<file path="src/rtl/fetch_unit_pkg.sv">
`default_nettype none
// +-----------------------------------------------------------------------+
// | fetch_unit_pkg: shared core types for the instruction-fetch stage.    |
// | Rev 1.0                                                               |
// +-----------------------------------------------------------------------+
package fetch_unit_pkg;

  localparam int XLEN        = 32;
  localparam int INSTR_BYTES = 4;

  typedef enum logic [1:0] {
    BOOT = 2'd0,
    RUN  = 2'd1,
    STOP = 2'd2
  } fetch_state_e;

  typedef struct packed {
    logic            valid;
    logic [XLEN-1:0] instr;
    logic [XLEN-1:0] pc;
    logic [XLEN-1:0] pc_plus4;
  } if_id_t;

  function automatic logic [XLEN-1:0] pc_next(input logic [XLEN-1:0] pc);
    return pc + XLEN'(INSTR_BYTES);
  endfunction

  function automatic logic [XLEN-1:0] pc_align(input logic [XLEN-1:0] pc);
    return pc & ~XLEN'(INSTR_BYTES - 1);
  endfunction

endpackage
`default_nettype wire

</file>
<file path="src/rtl/fetch_unit_if.sv">
`default_nettype none
// +-----------------------------------------------------------------------+
// | fetch_unit_if: imem read port, decode handshake and control of fetch. |
// | Rev 1.0                                                               |
// +-----------------------------------------------------------------------+
interface fetch_unit_if;
  import fetch_unit_pkg::*;

  logic [XLEN-1:0] imem_addr;
  logic [XLEN-1:0] imem_instr;
  logic            id_ready;
  logic            redirect;
  logic [XLEN-1:0] redirect_pc;
  logic            halt_req;
  logic            if_id_valid;
  logic [XLEN-1:0] if_id_instr;
  logic [XLEN-1:0] if_id_pc;
  logic [XLEN-1:0] if_id_pc_plus4;
  logic            halted;
  logic [XLEN-1:0] fetch_count;

  modport master (
    output imem_addr, if_id_valid, if_id_instr, if_id_pc, if_id_pc_plus4,
           halted, fetch_count,
    input  imem_instr, id_ready, redirect, redirect_pc, halt_req
  );

  modport slave (
    input  imem_addr, if_id_valid, if_id_instr, if_id_pc, if_id_pc_plus4,
           halted, fetch_count,
    output imem_instr, id_ready, redirect, redirect_pc, halt_req
  );

endinterface
`default_nettype wire

</file>
<file path="src/rtl/fetch_unit_if_id_reg.sv">
`default_nettype none
// +-----------------------------------------------------------------------+
// | fetch_unit_if_id_reg: IF/ID pipeline register, enable + sync clear.   |
// | Rev 1.0                                                               |
// +-----------------------------------------------------------------------+
module fetch_unit_if_id_reg
  import fetch_unit_pkg::*;
(
  input  wire logic   clk,
  input  wire logic   rst_n,
  input  wire logic   i_en,
  input  wire logic   i_clr,
  input  wire if_id_t i_d,
  output if_id_t      o_q
);

  if_id_t r_q;

  // Clear only kills the valid bit; the stale payload is harmless once invalid.
  always_ff @(posedge clk or negedge rst_n) begin
    if (!rst_n) begin
      r_q <= '0;
    end else if (i_clr) begin
      r_q.valid <= 1'b0;
    end else if (i_en) begin
      r_q <= i_d;
    end
  end

  assign o_q = r_q;

endmodule
`default_nettype wire

</file>
<file path="src/rtl/fetch_unit.sv">
`default_nettype none
// +-----------------------------------------------------------------------+
// | fetch_unit: PC, fetch state machine and IF/ID capture.                |
// | Rev 1.0                                                               |
// +-----------------------------------------------------------------------+
module fetch_unit
  import fetch_unit_pkg::*;
#(
  parameter logic [XLEN-1:0] RESET_PC = 32'h0000_0000
) (
  input wire logic     clk,
  input wire logic     rst_n,
  fetch_unit_if.master bus
);

  fetch_state_e    r_state;
  fetch_state_e    w_state_nxt;
  logic [XLEN-1:0] r_pc;
  logic [XLEN-1:0] w_pc_nxt;
  logic [XLEN-1:0] r_fetch_count;
  logic            w_adv;
  logic            w_cap;
  logic            w_clr;
  if_id_t          w_if_id_d;
  if_id_t          w_if_id_q;

  always_ff @(posedge clk or negedge rst_n) begin
    if (!rst_n) begin
      r_state <= BOOT;
      r_pc    <= RESET_PC;
    end else begin
      r_state <= w_state_nxt;
      r_pc    <= w_pc_nxt;
    end
  end

  assign w_adv = !w_if_id_q.valid || bus.id_ready;

  always_comb begin
    w_state_nxt = r_state;
    w_pc_nxt    = r_pc;
    w_cap       = 1'b0;
    w_clr       = 1'b0;
    if (bus.redirect) begin
      w_state_nxt = RUN;
      w_pc_nxt    = pc_align(bus.redirect_pc);
      w_clr       = 1'b1;
    end else begin
      case (r_state)
        BOOT: w_state_nxt = RUN;
        RUN: begin
          if (w_adv) begin
            w_cap    = 1'b1;
            w_pc_nxt = pc_next(r_pc);
          end
          if (bus.halt_req) begin
            w_state_nxt = STOP;
          end
        end
        STOP: w_clr = bus.id_ready;
        default: w_state_nxt = BOOT;
      endcase
    end
  end

  assign w_if_id_d = '{valid: 1'b1, instr: bus.imem_instr, pc: r_pc,
                       pc_plus4: pc_next(r_pc)};

  fetch_unit_if_id_reg u_if_id_reg (
    .clk   (clk),
    .rst_n (rst_n),
    .i_en  (w_cap),
    .i_clr (w_clr),
    .i_d   (w_if_id_d),
    .o_q   (w_if_id_q)
  );

  always_ff @(posedge clk or negedge rst_n) begin
    if (!rst_n) begin
      r_fetch_count <= '0;
    end else if (w_if_id_q.valid && bus.id_ready && !bus.redirect) begin
      r_fetch_count <= r_fetch_count + XLEN'(1);
    end
  end

  assign bus.imem_addr      = r_pc;
  assign bus.if_id_valid    = w_if_id_q.valid;
  assign bus.if_id_instr    = w_if_id_q.instr;
  assign bus.if_id_pc       = w_if_id_q.pc;
  assign bus.if_id_pc_plus4 = w_if_id_q.pc_plus4;
  assign bus.halted         = (r_state == STOP);
  assign bus.fetch_count    = r_fetch_count;

endmodule
`default_nettype wire

</file>
<file path="src/flat_wrapper.sv">
// flat-port wrapper written by rule: the top's interface ports become plain ports
module fetch_unit_flat import fetch_unit_pkg::*;
#(
  parameter logic [XLEN-1:0] RESET_PC = 32'h0000_0000
)
  (clk, rst_n, bus_imem_addr, bus_if_id_valid, bus_if_id_instr, bus_if_id_pc, bus_if_id_pc_plus4, bus_halted, bus_fetch_count, bus_imem_instr, bus_id_ready, bus_redirect, bus_redirect_pc, bus_halt_req);
  fetch_unit_if bus_i ();
  input wire logic clk;
  input wire logic rst_n;
  output wire logic [$bits(bus_i.imem_addr)-1:0] bus_imem_addr;
  output wire logic [$bits(bus_i.if_id_valid)-1:0] bus_if_id_valid;
  output wire logic [$bits(bus_i.if_id_instr)-1:0] bus_if_id_instr;
  output wire logic [$bits(bus_i.if_id_pc)-1:0] bus_if_id_pc;
  output wire logic [$bits(bus_i.if_id_pc_plus4)-1:0] bus_if_id_pc_plus4;
  output wire logic [$bits(bus_i.halted)-1:0] bus_halted;
  output wire logic [$bits(bus_i.fetch_count)-1:0] bus_fetch_count;
  input wire logic [$bits(bus_i.imem_instr)-1:0] bus_imem_instr;
  input wire logic [$bits(bus_i.id_ready)-1:0] bus_id_ready;
  input wire logic [$bits(bus_i.redirect)-1:0] bus_redirect;
  input wire logic [$bits(bus_i.redirect_pc)-1:0] bus_redirect_pc;
  input wire logic [$bits(bus_i.halt_req)-1:0] bus_halt_req;
  assign bus_imem_addr = bus_i.imem_addr;
  assign bus_if_id_valid = bus_i.if_id_valid;
  assign bus_if_id_instr = bus_i.if_id_instr;
  assign bus_if_id_pc = bus_i.if_id_pc;
  assign bus_if_id_pc_plus4 = bus_i.if_id_pc_plus4;
  assign bus_halted = bus_i.halted;
  assign bus_fetch_count = bus_i.fetch_count;
  assign bus_i.imem_instr = bus_imem_instr;
  assign bus_i.id_ready = bus_id_ready;
  assign bus_i.redirect = bus_redirect;
  assign bus_i.redirect_pc = bus_redirect_pc;
  assign bus_i.halt_req = bus_halt_req;
  fetch_unit #(.RESET_PC(RESET_PC)) u_core (.clk(clk), .rst_n(rst_n), .bus(bus_i));
endmodule
</file>
<file path="config.mk">
export PLATFORM = sky130hd
export DESIGN_NAME = fetch_unit_flat
export DESIGN_NICKNAME = d
export VERILOG_FILES = /design/src/rtl/fetch_unit_pkg.sv /design/src/rtl/fetch_unit_if.sv /design/src/rtl/fetch_unit_if_id_reg.sv /design/src/rtl/fetch_unit.sv /design/src/flat_wrapper.sv
export SDC_FILE = /design/constraint.sdc
export NUM_CORES = 1
export LEC_CHECK = 0
export CAP_MARGIN = 40
export CORE_ASPECT_RATIO = 1.25
export CORE_MARGIN = 3
export CORE_UTILIZATION = 42
export CTS_CLUSTER_SIZE = 12
export DETAILED_ROUTE_END_ITERATION = 12
export GPL_ROUTABILITY_DRIVEN = 0
export PLACE_DENSITY_LB_ADDON = 0.1
export SLEW_MARGIN = 20
export SYNTH_ARGS = -nofsm -noshare
export SYNTH_HDL_FRONTEND = slang
export SYNTH_SLANG_ARGS = --single-unit
</file>
<file path="constraint.sdc">
create_clock -name clk -period 4.75 [get_ports clk]
set_input_delay 0.475 -clock clk [delete_from_list [all_inputs] [get_ports clk]]
set_output_delay 0.475 -clock clk [all_outputs]
set_load 0.02 [all_outputs]
</file>
---- Word level (Yosys, flattened, before mapping) ----
Cells that the tools add are included.
cells by class
  muxes and demuxes ....................... 13
  $lt $le $gt $ge ......................... 0
  $add $sub $neg .......................... 2
  bitwise operators ....................... 1
  div/mod/pow operators ................... 0
  $mul .................................... 0
  reduce and logical (&&, ||, !) cells .... 12
  shifts and indexed selects .............. 0
  eq/ne operators ......................... 4
operators by type and width
  kind                                                   count
  2-to-1 mux 97 bit                                      1
  2-to-1 mux 32 bit                                      3
  adder 32 x 1 -> 32 bit, second input constant          1
  adder 32 x 3 -> 32 bit, second input constant          1
  2-to-1 mux 1 bit                                       6
  one-hot mux 2 bit (3 select lines)                     1
  AND reduction 2 bit                                    3
  nonzero test 2 bit                                     3
  2-to-1 mux 2 bit                                       2
  inequality test 3 bit, second input constant           1
  == test 2 x 1 -> 1 bit, second input constant          1
  == test 2 bit, second input constant                   1
  logical AND 1 bit                                      2
  zero test 1 bit                                        2
  zero test 2 bit                                        1
  inequality test 2 x 1 -> 1 bit, second input constant  1
  logical OR 1 bit                                       1
  inverter 1 bit                                         1
word-level totals
  latch bits .............................. 0
  memories ................................ 0
  memory bits (read-only) ................. 0
  input port bits ......................... 69
  output and inout port bits .............. 162
  register bits after elaboration ......... 163
  word-level logic and storage cells ...... 39
  bits in writable memories ............... 0

---- Depth between registers and ports, before layout ----
  depth after elaboration ................. 7
  depth in mapped cells ................... 8
  gate-level depth less buffers ........... 6

---- Cells and area by module ----
From an unflattened synthesis, not the netlist that was laid out.
second synthesis, totals
  cells, all modules ...................... 690
  area, all modules ....................... 8094.0 sq um
by module, submodules not included
  module                instances  area each (sq um)  cells each  seq. area each (sq um)
  fetch_unit            1          4259.1             483         1601.5
  fetch_unit_if_id_reg  1          3834.9             207         2427.3

---- Worst setup path before layout ----
No wires, ideal clock.
  path kind ............................... input port to flip-flop
  start point ............................. input port bus_redirect
  end point ............................... register u_core.r_fetch_count[22], in the netlist u_core.bus.fetch_count[22]
  data required time ...................... 4621 ps
  buffers on the path ..................... 1
  arrival time ............................ 1751 ps
  cell stages on the path ................. 6
  setup time .............................. 129 ps
  path slack .............................. 2869 ps
  path through ............................ buf_2 and4b_1 nand4_2 nor3_2 nand4_1 xnor2_1
between the ends
  longest elaborated chain between the ends .. 2
RTL lines
  what                    line                source
  start: declaration      flat_wrapper.sv:19  input wire logic [$bits(bus_i.redirect)-1:0] bus_redirect;
  zero test 1 bit         fetch_unit.sv:81    end else if (w_if_id_q.valid && bus.id_ready && !bus.redirect) begin
  logical AND 1 bit       fetch_unit.sv:81
  end signal: assignment  fetch_unit.sv:82    r_fetch_count <= r_fetch_count + XLEN'(1);
  end: declaration        fetch_unit.sv:20    logic [XLEN-1:0] r_fetch_count;
Every way passes these cells.
A chain may end at the register's enable or synchronous reset.

---- Worst setup path after layout ----
  start point ............................. input port bus_id_ready
  end point ............................... register u_core.u_if_id_reg.r_q, in the netlist u_core.u_if_id_reg.o_q[87]
between the ends
  longest elaborated chain between the ends .. 5
  elaborated cells between the ends (all ways) .. 8
  classes of those cells .................. 5 x mux; 1 x bitwise; 2 x reduce/logical
RTL lines
  what                                    line                        source
  start: declaration                      flat_wrapper.sv:18          input wire logic [$bits(bus_i.id_ready)-1:0] bus_id_ready;
  logical OR 1 bit                        fetch_unit.sv:37            assign w_adv = !w_if_id_q.valid || bus.id_ready;
  2-to-1 mux 1 bit                        fetch_unit.sv:52            if (w_adv) begin
  2-to-1 mux 1 bit                        fetch_unit.sv:49            case (r_state)
  2-to-1 mux 1 bit                        fetch_unit.sv:44            if (bus.redirect) begin
  AND reduction 2 bit (no source line) *  --
  end signal: assignment                  fetch_unit_if_id_reg.sv:26  r_q <= i_d;
  end: declaration                        fetch_unit_if_id_reg.sv:17  if_id_t r_q;
Mark *: on every way between the ends. The rest lies on a longest branch, timed or not.

==> flow_metrics.tcl <==
set metrics [dict create \
    status "finished clean" \
    grt_overflow 0 \
    wirelength_um 18800 \
    period_minus_slack_ns 2.43 \
    finalPower_mw 4.47 \
    met2_usage_pct 33.5 \
    drt-wirelength-per-cell_um 15.7 \
    synth_edf_count 0 \
    tns_ns 0 \
    grt_util_met1_pct 25.3 \
    slew-limit-headroom_pct 50.2 \
    h-tree-depth 4 \
    final_cells 1193 \
    die_y_um 154 \
    cts_buffers 17 \
    post_cts_buffers 0 \
    worstSetupStartpointType "input port" \
    use_met3_pct 5.98 \
    grt_pass1_vias 5876 \
    hold_violations 0 \
    period_share_pct 51.1 \
    drive_gt1_share_pct 6.47 \
    synth_area_um2 7370 \
    pre_cts_slack_ns 1.82 \
    vdd_ir_drop_max_uv 266 \
    cp.required_ns 5.10 \
    ant_nets 0 \
    fin_ws_ns 2.32 \
    syn_inst 786 \
    drc 0 \
    place_inst 1161 \
    drtPass1Iterations 4 \
    clk_pin_slew_ns 0.06 \
    antenna_found_initial 0 \
    final_common_cell "nand2_1" \
    viasPerCell 4.89 \
    tightest_slew_ns 0.744 \
    finalMaxSlewViolations 0 \
    worstSkewPairLatency_ns 0.41 \
    place_hpwl_um 13200 \
    grt_pass1_wl_um 31000 \
    async_flop_share_pct 100 \
    rows 53 \
    core_area_um2 17000 \
    finalSetupViolCount 0 \
    holdCritPathClass "in -> reg" \
    die-area_um2 19200 \
    ys_seq_area_share_pct 53.3 \
    track_usage_pct 19.9 \
    fin_nets 1032 \
    synth_cell_types 43 \
    grt_busiest_layer "met2" \
    vias 5837 \
    crit_path_end_kind "flop" \
    synth-seq-cells 157 \
    max_freq_mhz 412 \
    synth_flop_cell "dfrtp_1" \
    syn_to_final_growth_pct 38.0 \
    layout_common_cells "nand2_1, clkdlybuf4s50_1, dfrtp_1" \
    maxCapViolations 0 \
    cts_buffer_depth 2 \
    critPathMaxFanout 38 \
    whs_ns 0.434 \
    cts_num_sinks 157 \
    start_util_pct 43.2 \
    avgSynthCellArea_um2 9.38 \
    path_class "in -> reg" \
    power_density_nw_per_um2 439 \
    pin_count 231 \
    drt-initial-drc-count 215 \
    cp.arrival_ns 2.78 \
    fin_worst_skew_ns 0.0110 \
    rsz0062_at_grt "no" \
    cts_tree "yes" \
    p_leak_nw 4.37 \
    grt_max_degree 111 \
    yosysWarningCount 0 \
    port_buffers 222 \
    antennaDiodeCount 0 \
    cts-root-buf "clkbuf_16" \
    dieWidth_um 124 \
]
==> cells in the mapped netlist, types with 2 or more instances <==
library cell / instances / area (µm²)
nor2_1: 18 / 67.6
dfrtp_1: 157 / 3930
or3_1: 2 / 12.5
a21oi_1: 2 / 10.0
nand2_1: 262 / 983
and3_1: 8 / 50.1
xor2_1: 8 / 70.1
ha_1: 2 / 25.0
nor4_2: 5 / 62.6
nor2b_1: 2 / 12.5
nand4_1: 14 / 87.6
xnor2_1: 76 / 666
buf_4: 38 / 285
inv_1: 4 / 15.0
or2_2: 3 / 18.8
nand3_1: 18 / 90.1
o21ai_1: 19 / 95.1
and2_1: 3 / 18.8
a31oi_1: 2 / 12.5
clkbuf_1: 19 / 71.3
o21ai_0: 44 / 220
nor3_2: 8 / 80.1
nor3_1: 15 / 75.1
and4_1: 8 / 70.1
nand2b_1: 3 / 18.8
nor4_1: 8 / 50.1
buf_2: 22 / 110
==> registers in the layout, indices dropped and copies added, names as in the netlist <==
signal                  flops
u_core.u_if_id_reg.o_q     93
u_core.bus.fetch_count     32
u_core.bus.imem_addr       30
u_core.r_state              2
==> critical path: stages <==
cell             delay, ns
clkdlybuf4s50_1       0.54
nand2b_1              0.22
nand2_1               0.09
buf_4                 0.22
nor2_4                0.54
buf_4                 0.49
nand2_1               0.11
nand2_1               0.07
==> power by group <==
group | internal (mW) | leakage [nW] | switching, mW
Combinational | 0.586 | 2.08 | 0.663
Sequential | 1.57 | 1.99 | 0.185
Clock | 0.910 | 0.302 | 0.549
==> kinds of logic (layout without fill, tap and decap cells) <==
group	count (synthesis)	count (layout)	synth area share, %
fa+ha+maj	2	2	0.340
xor+xnor	84	84	9.98
compound gates	70	70	4.87
buf+inv	84	266	6.59
flops	157	157	53.3
mux	2	2	0.289
simple gates	386	386	24.6
other cells	1	6	0.0509
==> what timing repair did <==
| action | CTS | global route |
|---|---|---|
| resized for setup | 0 | 0 |
| endpoints found under the hold margin | 42 | 0 |
| hold buffers | 1 | 0 |
==> final cells by class <==
cell class                      count  area, µm²
Clock buffer                       19        453
Clock inverter                     12        183
Fill cell                        1509       6880
Inverter                            4       15.0
Multi-Input combinational cell    550       2980
Sequential cell                   157       3930
Tap cell                          220        275
Timing Repair Buffer              231       2330
==> worst paths after layout <==
kind / startpoint / to / slack (ns) / cells after the start
max in group asynchronous: rst_n / u_core.bus.imem_addr[17] / 3.10 / 4
min in group asynchronous: rst_n / u_core.bus.fetch_count[27] / 0.55 / 2
hold reg to reg: u_core.u_if_id_reg.o_q[82] / u_core.u_if_id_reg.o_q[82] / 0.47 / 2
setup / recovery: bus_id_ready / u_core.u_if_id_reg.o_q[87] / 2.32 / 8
hold / removal: bus_redirect / u_core.u_if_id_reg.o_q[96] / 0.43 / 2
setup reg to reg: u_core.bus.imem_addr[2] / u_core.u_if_id_reg.o_q[30] / 2.40 / 4
==> through the flow <==
stage                     area, µm²  util (%)
after detailed placement       9520      55.9
after CTS                     10200      59.7
after global routing          10200      59.7
after global placement         9480      55.6
after floorplan                7390         -
final                         10200      59.7
==> routing by layer <==
layer / wire length, µm / up-vias
li1: - / 2869
met1: 8280 / 2792
met2: 9360 / 164
met3: 911 / 12
met4: 208 / 0
met5: 0 / -
Power figures use the tool's default switching activity.
